[src/rtl/uc_mult_sumdesp.sv]
// -----------------------------------------------------------------------------
// uc_mult_sumdesp
//
// Hardwired control unit for a sequential shift-and-add unsigned multiplier.
// The datapath it steers holds an accumulator A, a multiplier register Q and a
// multiplicand register M.  This block never sees operand data: it only reads
// the LSB of Q and a start request, and it produces the load/clear/shift
// enables for the three registers.  Internally it is a Moore FSM plus a small
// iteration counter.
//
// Optional build macro:
//   UCMULT_FIN_PULSE_EN  - when defined, DONE lasts exactly one cycle (fin is a
//                          single-cycle pulse) and the unit always returns to
//                          IDLE, so a start held high launches the next
//                          operation back-to-back.  When undefined, fin is held
//                          until start drops (four-phase handshake).
//
// Parameters:
//   N    operand width = number of add/shift iterations (N >= 2)
//   CW   iteration counter width, 2**CW >= N
//
// Ports:
//   clk        rising-edge clock
//   reset      asynchronous active-low reset (0 = reset)
//   start      level request to begin a multiplication
//   q0         current Q[0] from the Q register
//   CargaM     load multiplicand register M
//   CargaQ     load Q with the external operand
//   LimpiaA    clear accumulator A
//   CargaA     load A with A+M
//   DesplazaA  shift A right (A[0] feeds Q's top bit in the datapath)
//   DesplazaQ  shift Q right
//   fin        product valid in A:Q
// -----------------------------------------------------------------------------
module uc_mult_sumdesp #(
   parameter int N  = 3,
   parameter int CW = 2
) (
   input  logic clk,
   input  logic reset,
   input  logic start,
   input  logic q0,
   output logic CargaM,
   output logic CargaQ,
   output logic LimpiaA,
   output logic CargaA,
   output logic DesplazaA,
   output logic DesplazaQ,
   output logic fin
);

   // Six legal states; encodings 6 and 7 are unused and recover to IDLE.
   typedef enum logic [2:0] {
      S_IDLE  = 3'd0,
      S_LOAD  = 3'd1,
      S_TEST  = 3'd2,
      S_ADD   = 3'd3,
      S_SHIFT = 3'd4,
      S_DONE  = 3'd5
   } state_t;

   // Value of the counter during the last SHIFT of an operation.
   localparam logic [CW-1:0] CNT_LAST = CW'(N - 1);

   state_t          state;
   state_t          state_next;
   logic [CW-1:0]   cnt;
   logic [CW-1:0]   cnt_next;
   logic            cnt_en;

   // State register.  The reset is asynchronous so the outputs, which are
   // decoded only from this register, drop to zero as soon as reset asserts,
   // even in the middle of an operation.
   always_ff @(posedge clk or negedge reset) begin
      if (!reset) begin
         state <= S_IDLE;
      end else begin
         state <= state_next;
      end
   end

   // Iteration counter, a separate register with its own enable.  It only
   // changes in LOAD (cleared) and SHIFT (incremented, or cleared on the
   // last iteration), so it never exceeds N-1.
   always_ff @(posedge clk or negedge reset) begin
      if (!reset) begin
         cnt <= '0;
      end else if (cnt_en) begin
         cnt <= cnt_next;
      end
   end

   // Next-state and counter-update logic.  start is looked at only in IDLE
   // and DONE, and q0 only in TEST, so toggling either input elsewhere
   // cannot disturb a running operation.
   always_comb begin
      state_next = S_IDLE;
      cnt_en     = 1'b0;
      cnt_next   = cnt;
      case (state)
         S_IDLE: begin
            state_next = start ? S_LOAD : S_IDLE;
         end
         S_LOAD: begin
            cnt_en     = 1'b1;
            cnt_next   = '0;
            state_next = S_TEST;
         end
         S_TEST: begin
            state_next = q0 ? S_ADD : S_SHIFT;
         end
         S_ADD: begin
            state_next = S_SHIFT;
         end
         S_SHIFT: begin
            cnt_en = 1'b1;
            if (cnt == CNT_LAST) begin
               cnt_next   = '0;
               state_next = S_DONE;
            end else begin
               cnt_next   = cnt + CW'(1);
               state_next = S_TEST;
            end
         end
         S_DONE: begin
`ifdef UCMULT_FIN_PULSE_EN
            state_next = S_IDLE;
`else
            state_next = start ? S_DONE : S_IDLE;
`endif
         end
         default: begin
            state_next = S_IDLE;
         end
      endcase
   end

   // Moore output decode.  Every output depends on the state register alone,
   // so there is no combinational path from start or q0 to any output, and
   // the ADD/SHIFT split guarantees CargaA never overlaps the shifts.
   always_comb begin
      CargaM    = 1'b0;
      CargaQ    = 1'b0;
      LimpiaA   = 1'b0;
      CargaA    = 1'b0;
      DesplazaA = 1'b0;
      DesplazaQ = 1'b0;
      fin       = 1'b0;
      case (state)
         S_LOAD: begin
            CargaM  = 1'b1;
            CargaQ  = 1'b1;
            LimpiaA = 1'b1;
         end
         S_ADD: begin
            CargaA = 1'b1;
         end
         S_SHIFT: begin
            DesplazaA = 1'b1;
            DesplazaQ = 1'b1;
         end
         S_DONE: begin
            fin = 1'b1;
         end
         default: begin
         end
      endcase
   end

endmodule

[config.mk]
export PLATFORM = sky130hd
export DESIGN_NAME = uc_mult_sumdesp
export DESIGN_NICKNAME = d
export VERILOG_FILES = /design/src/rtl/uc_mult_sumdesp.sv
export SDC_FILE = /design/constraint.sdc
export NUM_CORES = 1
export LEC_CHECK = 0
export BUFFER_PORTS_ARGS = -buffer_cell sky130_fd_sc_hd__buf_2
export CORE_AREA = 2 2 39 41
export DETAILED_ROUTE_END_ITERATION = 16
export DIE_AREA = 0 0 41 43
export PLACE_DENSITY = 0.42
export SLEW_MARGIN = 20
export SYNTH_ARGS = -nofsm -noshare
export SYNTH_HDL_FRONTEND = slang
export SYNTH_SLANG_ARGS = --single-unit
[constraint.sdc]
create_clock -name clk -period 1.7 [get_ports clk]
set_clock_uncertainty 0.15 [all_clocks]
set_input_delay 0.255 -clock clk [delete_from_list [all_inputs] [get_ports clk]]
set_output_delay 0.255 -clock clk [all_outputs]
set_load 0.03 [all_outputs]
### After elaboration in Yosys (flattened, before gate mapping)

Index checks and enable logic that the tools add are counted.

* input port bits: 4
* register bits after elaboration: 5
* logic and storage cells: 25

* eq/ne operators: 6
* add/subtract/negate cells: 1
* reduce and logical (&&, ||, !) cells: 4
* muxes and demuxes: 12

Operators by type and width (count)
* 3-bit case mux with 6 select lines: 1
* 3-bit two-way mux: 3
* 3-bit by 2-bit == test with 1-bit output (second input constant): 2
* 3-bit == test (second input constant): 2
* 1-bit two-way mux: 6
* 2-bit case mux with 2 select lines: 1
* 3-bit by 1-bit == test with 1-bit output (second input constant): 1
* 3-bit zero test: 1
* 2-bit by 1-bit adder with 2-bit output (second input constant): 1
* 2-bit == test (second input constant): 1
* 2-bit two-way mux: 1
* 2-bit AND reduction: 1
* 2-bit nonzero test: 1
* 2-bit OR reduction: 1

### Longest topological paths before layout

Gate-level depths: netlist of the first run.

* depth after elaboration: 4
* depth in mapped cells: 4

### Worst setup path after synthesis of the first run

Ideal clock, no wire load.

* kind: register -> output
* from: reg state[2]
* to: out CargaQ
* cell stages (with the launch flop): 4
* arrival: 1288 ps
* path buffers: 2
* path slack: 7 ps
* cells stage by stage: dfrtp_1 buf_4 nor3b_2 buf_4

* longest elaborated chain between the ends: 2

RTL lines
* start: declaration: line 65 `state_t state;`
* start signal: assignment: line 78 `state <= state_next;`
* 3-bit by 1-bit == test with 1-bit output
* 1-bit two-way mux
* end: declaration: line 44 `output logic CargaQ,`

Every way passes these cells.

### Worst setup path after layout of the first run

* from: reg state[1]
* to: out DesplazaA

* longest elaborated chain between the ends: 2

RTL lines
* 3-bit == test: line 149 `case (state)`
* 1-bit two-way mux: line 149
* end: declaration: line 47 `output logic DesplazaA,`

Every way passes these cells.

==> flow_summary.yaml, run 1 <==
run_status:
  status: "finished clean"
detailed_routing:
  vias: 271
  detail-route-antenna-nets: 0
  wl_per_cell_um: 10.9
  first_pass_iters: 2
  drt-initial-drc-count: 10
  drt-total-wl_um: 656
  drc: 0
  routed_via_density: 4.52
logic_synthesis:
  synthesis.area_um2: 327
  yosysWarnings: 0
  seq_area_frac_synth: 0.383
  syn_avg_cell_area_um2: 9.90
  ys_types: 19
  synthCells: 33
  synth-edff-count: 0
  synthTopCellsByCount: "dfrtp_1, nand2b_1, buf_4"
  synth.area.top_cells: "dfrtp_1, nand2b_1, buf_4, nor3b_2, mux2_4"
  synth_nets: 37
  synth_top_area_cell: "dfrtp_1"
  synth.top_cell.area_share: 0.383
  synthFlopType: "dfrtp_1"
  synthArstFlopShare: 1.00
  ys_ff_latch: 5
placement:
  gp_congestion: 0.713
  hpwlAfterDp_um: 514
  port_buffers: 10
  dp.cells: 55
critical_path:
  startpoint: "state[1]$_DFF_PN0_"
  critPathMaxFanout: 8
  worstPathCellList: "nor3b_2, buf_2"
  r2r_slack_ns: 0.35
  critPathArrivalTime_ns: 1.21
  critPathBufInv: 1
  crit_type: "reg2out"
  r2r-start: "state[1]$_DFF_PN0_"
  cp_top_family: "flip-flops"
  crit_path_max_incr_delay_ns: 0.47
  critPathRequiredTime_ns: 1.29
  cp_slowest_cell: "dfrtp_2"
  endpoint_kind: "output pin"
  reg2regPathDepth: 3
  cp-start-kind: "flip-flop"
  regToRegEndpoint: "cnt[0]$_DFFE_PN0P_"
power:
  irDropWorstVdd_v: 0.000656
  leakage_nw: 0.191
  power_density_mw_per_mm2: 2010
  power_mw: 0.834
timing:
  rsz0062_at_grt: "false"
  hold_violations: 0
  finalCritPeriodShare: 0.948
  period_needed_ns: 1.61
  worst_pin_slew_ns: 0.285
  fin_tns_setup_ns: 0
  slew_viol_final: 0
  max_freq_ghz: 0.620
  setup_viol: 0
  holdWs_ns: 0.176
  relSlewSlack: 0.809
cts:
  cts_buffer_depth: 2
  clkTransAtPathRegs_ns: 0.05
  numClockSinks: 5
  cts_tree: "yes"
  cts_root_buffer: "clkbuf_4"
  clk-insertion-delay-late_ns: 0.25
  cts_setup_buffers: 0
  h-tree-depth: 1
  numCtsBuffers: 3
global_routing:
  grt_pass1_wl_mm: 1.01
  antenna_found_initial: 0
  grt_max_degree: 11
  grt_overflow: 0
  grtUsageTotal: 0.0968
  grt_pass1_vias: 235
floorplan:
  die-area_mm2: 0.00176
  core_mm2: 0.00138
  fp.dieH_um: 43
  chipWidth_um: 41
  row_count: 14
  ios: 11
  initial_utilization: 0.236
layout:
  finalNonFillerCells: 60
  num-fill-cells: 149
  fin_util: 0.299
  antenna_cells: 0
  final_nets: 49
  drive_above_1_share: 0.477
  syn2layout_area_growth_pct: 26.8
worst_hold_path:
  hold_depth: 3
  whs_endpoint: "state[2]$_DFF_PN0_"
  hold_class: "in2reg"
  hold_start: "q0"
flow_run:
  max-cap-violations: 0
==> metrics by stage <==
step | cell area, um^2 | worst slack, ns
CTS | 404 | 0.0111
floorplan | 327 | 0.00745
global placement | 367 | 0.300
finish | 414 | 0.0878
global route | 414 | 0.0191
detailed placement | 367 | 0.288
==> report_power, final <==
group | leakage, nW | switching [mW] | total, mW | internal (mW)
Sequential | 0.0608 | 0.0986 | 0.277 | 0.178
Clock | 0.0177 | 0.0554 | 0.141 | 0.0855
Combinational | 0.112 | 0.236 | 0.416 | 0.180
==> worst register-to-register path: stages (launching register included) <==
cell and delay (ns):
dfrtp_2 0.47, nor3b_2 0.25, nor2_1 0.10, mux2_4 0.26
==> placed cells by master (no fill, tap or decap) <==
cell type	instances
a211oi_1	1
a21oi_1	1
a22o_1	1
and2b_2	1
buf_2	10
clkbuf_4	3
clkinv_2	1
dfrtp_1	2
dfrtp_2	3
dlygate4sd3_1	1
inv_1	1
mux2_4	1
nand2b_1	5
nor2_1	2
nor2b_1	2
nor3_1	1
nor3b_1	1
nor3b_2	1
nor3b_4	1
o211ai_1	1
o21a_1	1
o21ai_1	1
o22ai_1	1
o31ai_1	1
==> per-layer routing <==
metal / wire length [um] / track usage
met1: 272 / 0.107
met4: 19 / 0.100
met2: 332 / 0.122
met5: 0 / 0
met3: 31 / 0.0471
==> what timing repair did <==
action                                  in CTS  in global routing
endpoints found under the setup margin       0                  7
gates resized for setup                      0                  4
hold buffers                                 1                  0
endpoints found under the hold margin        5                  0
==> sequential cells by signal, summed over array words and instances, names as in the netlist <==
| name | cells |
|---|---|
| cnt | 2 |
| state | 3 |
==> cells by family after synthesis <==
family          after synthesis  share of synthesized area
compound gates                8                      0.169
mux                           1                     0.0460
flops                         5                      0.383
buf+inv                       5                      0.103
simple gates                 14                      0.299
==> worst max path at each step <==
stage                 to  slack (ns)  cells after the start
6_report       DesplazaA        0.09                      2
5_1_grt           CargaQ        0.02                      2
4_1_cts              fin        0.01                      3
3_5_place_dp      CargaQ        0.29                      2
3_3_place_gp         fin        0.30                      3
2_1_floorplan     CargaQ       0.007                      3
==> cell type report <==
| cell class | instances | area, um^2 | share of cell area |
|---|---|---|---|
| timing repair buffer | 11 | 60.1 | 0.145 |
| tap | 16 | 20.0 | 0.0483 |
| clock buffer | 3 | 22.5 | 0.0544 |
| sequential | 5 | 129 | 0.311 |
| clock inverter | 1 | 5.00 | 0.0121 |
| multi-input combinational | 23 | 174 | 0.420 |
| inverter | 1 | 3.75 | 0.00906 |
Power figures use the tool's default switching activity.
==> run 2: changes to the inputs <==
--- a/config.mk
+++ b/config.mk
@@ -6,10 +6,12 @@
 export NUM_CORES = 1
 export LEC_CHECK = 0
 export BUFFER_PORTS_ARGS = -buffer_cell sky130_fd_sc_hd__buf_2
+export CELL_PAD_IN_SITES_DETAIL_PLACEMENT = 1
+export CELL_PAD_IN_SITES_GLOBAL_PLACEMENT = 1
 export CORE_AREA = 2 2 39 41
 export DETAILED_ROUTE_END_ITERATION = 16
 export DIE_AREA = 0 0 41 43
-export PLACE_DENSITY = 0.42
+export PLACE_DENSITY = 0.53
 export SLEW_MARGIN = 20
 export SYNTH_ARGS = -nofsm -noshare
 export SYNTH_HDL_FRONTEND = slang
==> run 2 against run 1 <==
Compared with the run above: cell area is 0.30% higher; wire length is 11% higher; clock-buffer cell count is 1 higher; global-route usage is 0.68 points higher; sequential power is 2% higher; final cell count stayed put; clock power hardly changed; worst setup slack better by 0.010 ns; maximum frequency is 0.62% higher; critical endpoint is now DesplazaQ; highest routed layer unchanged.
==> flow_summary.yaml, run 2 (synthesis gave the netlist of run 1 again) <==
run_status:
  status: "finished clean"
power:
  leakage_nw: 0.188
  power_density_mw_per_mm2: 2030
  irDropWorstVdd_v: 0.000528
cts:
  clk-insertion-delay-late_ns: 0.24
  numCtsBuffers: 3
  numClockSinks: 5
  clkTransAtPathRegs_ns: 0.04
  h-tree-depth: 1
  cts_setup_buffers: 0
  cts_tree: "yes"
  cts_root_buffer: "clkbuf_4"
  cts_buffer_depth: 2
detailed_routing:
  first_pass_iters: 2
  routed_via_density: 4.70
  drt-total-wl_um: 731
  drt-initial-drc-count: 1
  drc: 0
  detail-route-antenna-nets: 0
  wl_per_cell_um: 12.2
  vias: 282
global_routing:
  grtUsageTotal: 0.104
  grt_pass1_vias: 273
  grt_max_degree: 11
  grt_pass1_wl_mm: 1.23
  antenna_found_initial: 0
  grt_overflow: 0
critical_path:
  critPathMaxFanout: 8
  cp-start-kind: "flip-flop"
  crit_type: "reg2out"
  reg2regPathDepth: 3
  critPathRequiredTime_ns: 1.29
  endpoint_kind: "output pin"
  critPathArrivalTime_ns: 1.20
layout:
  largest_reg_flops: 3
  top_register: "state"
  mostFrequentLayoutCells: "buf_2, nand2b_1, clkbuf_4, dfrtp_2"
  multi_input_area_um2: 174
  final_nets: 49
  syn2layout_area_growth_pct: 27.2
  drive_above_1_share: 0.455
  layout_commonest_cell: "buf_2"
  top_regs: "state (3), cnt (2)"
  seqCellArea_um2: 129
  num-fill-cells: 173
  fin_util: 0.300
  antenna_cells: 0
floorplan:
  initial_utilization: 0.236
  fp.dieH_um: 43
  die-area_mm2: 0.00176
  core_mm2: 0.00138
  row_count: 14
  chipWidth_um: 41
  ios: 11
timing:
  setup_ws_ns: 0.0978
  finalCritPeriodShare: 0.942
  setup_viol: 0
  fin_tns_setup_ns: 0
  relSlewSlack: 0.824
  rsz0062_at_grt: "false"
  hold_violations: 0
  slew_viol_final: 0
  max_freq_ghz: 0.624
  period_needed_ns: 1.60
  worst_pin_slew_ns: 0.262
placement:
  pre_cts_slack_ns: 0.284
  gp_congestion: 0.749
  port_buffers: 10
  hpwlAfterDp_um: 552
flow_run:
  max-cap-violations: 0
worst_hold_path:
  hold_depth: 3
  hold_class: "in2reg"
-- run 2: per-stage QoR --
step | std cells | power, mW | instance area, um^2 | hold slack (ns)
5_1_grt | 60 | 0.913 | 415 | 0.228
6_report | 60 | 0.842 | 415 | 0.199
3_3_place_gp | 55 | 0.668 | 367 | -0.0739
2_1_floorplan | 33 | 0.613 | 327 | -0.191
3_5_place_dp | 55 | 0.682 | 367 | -0.0747
4_1_cts | 60 | 0.826 | 403 | 0.201
-- run 2: critical path: stages, from the launching register on --
cell	delay [ns]
dfrtp_2	0.48
nor3b_2	0.25
buf_2	0.23
-- run 2: repair_timing --
action | CTS | global route
setup endpoints to repair | 0 | 7
resized for setup | 0 | 5
endpoints found under the hold margin | 5 | 0
hold buffers | 1 | 0
-- run 2: area by class of cell --
class,count,area share
Timing Repair Buffer,11,0.151
Clock buffer,4,0.0633
Multi-Input combinational cell,23,0.419
Tap cell,16,0.0482
Inverter,1,0.00904
Sequential cell,5,0.310
-- run 2: final timing paths --
check	start	slack [ns]	to
max	state[1]$_DFF_PN0_	0.1	DesplazaQ
min	q0	0.20	state[2]$_DFF_PN0_
max reg2reg	state[1]$_DFF_PN0_	0.36	cnt[0]$_DFFE_PN0P_
min reg2reg	cnt[1]$_DFFE_PN0P_	0.41	cnt[1]$_DFFE_PN0P_
max in group asynchronous	reset	1.04	state[1]$_DFF_PN0_
min in group asynchronous	reset	0.21	cnt[0]$_DFFE_PN0P_
-- run 2: per-layer routing --
metal  global-route usage  vias up  share of wire
met3               0.0157        2          0.034
met1                0.139      137           0.44
met5                    0        -              0
met2                0.150        7           0.50
met4               0.0600        0          0.018
li1                     -      136              -
-- run 2: power breakdown --
group	internal, mW	switching [mW]	leakage (nW)
sequential	0.178	0.103	0.0608
clock	0.0888	0.0492	0.0150
combinational	0.185	0.237	0.112
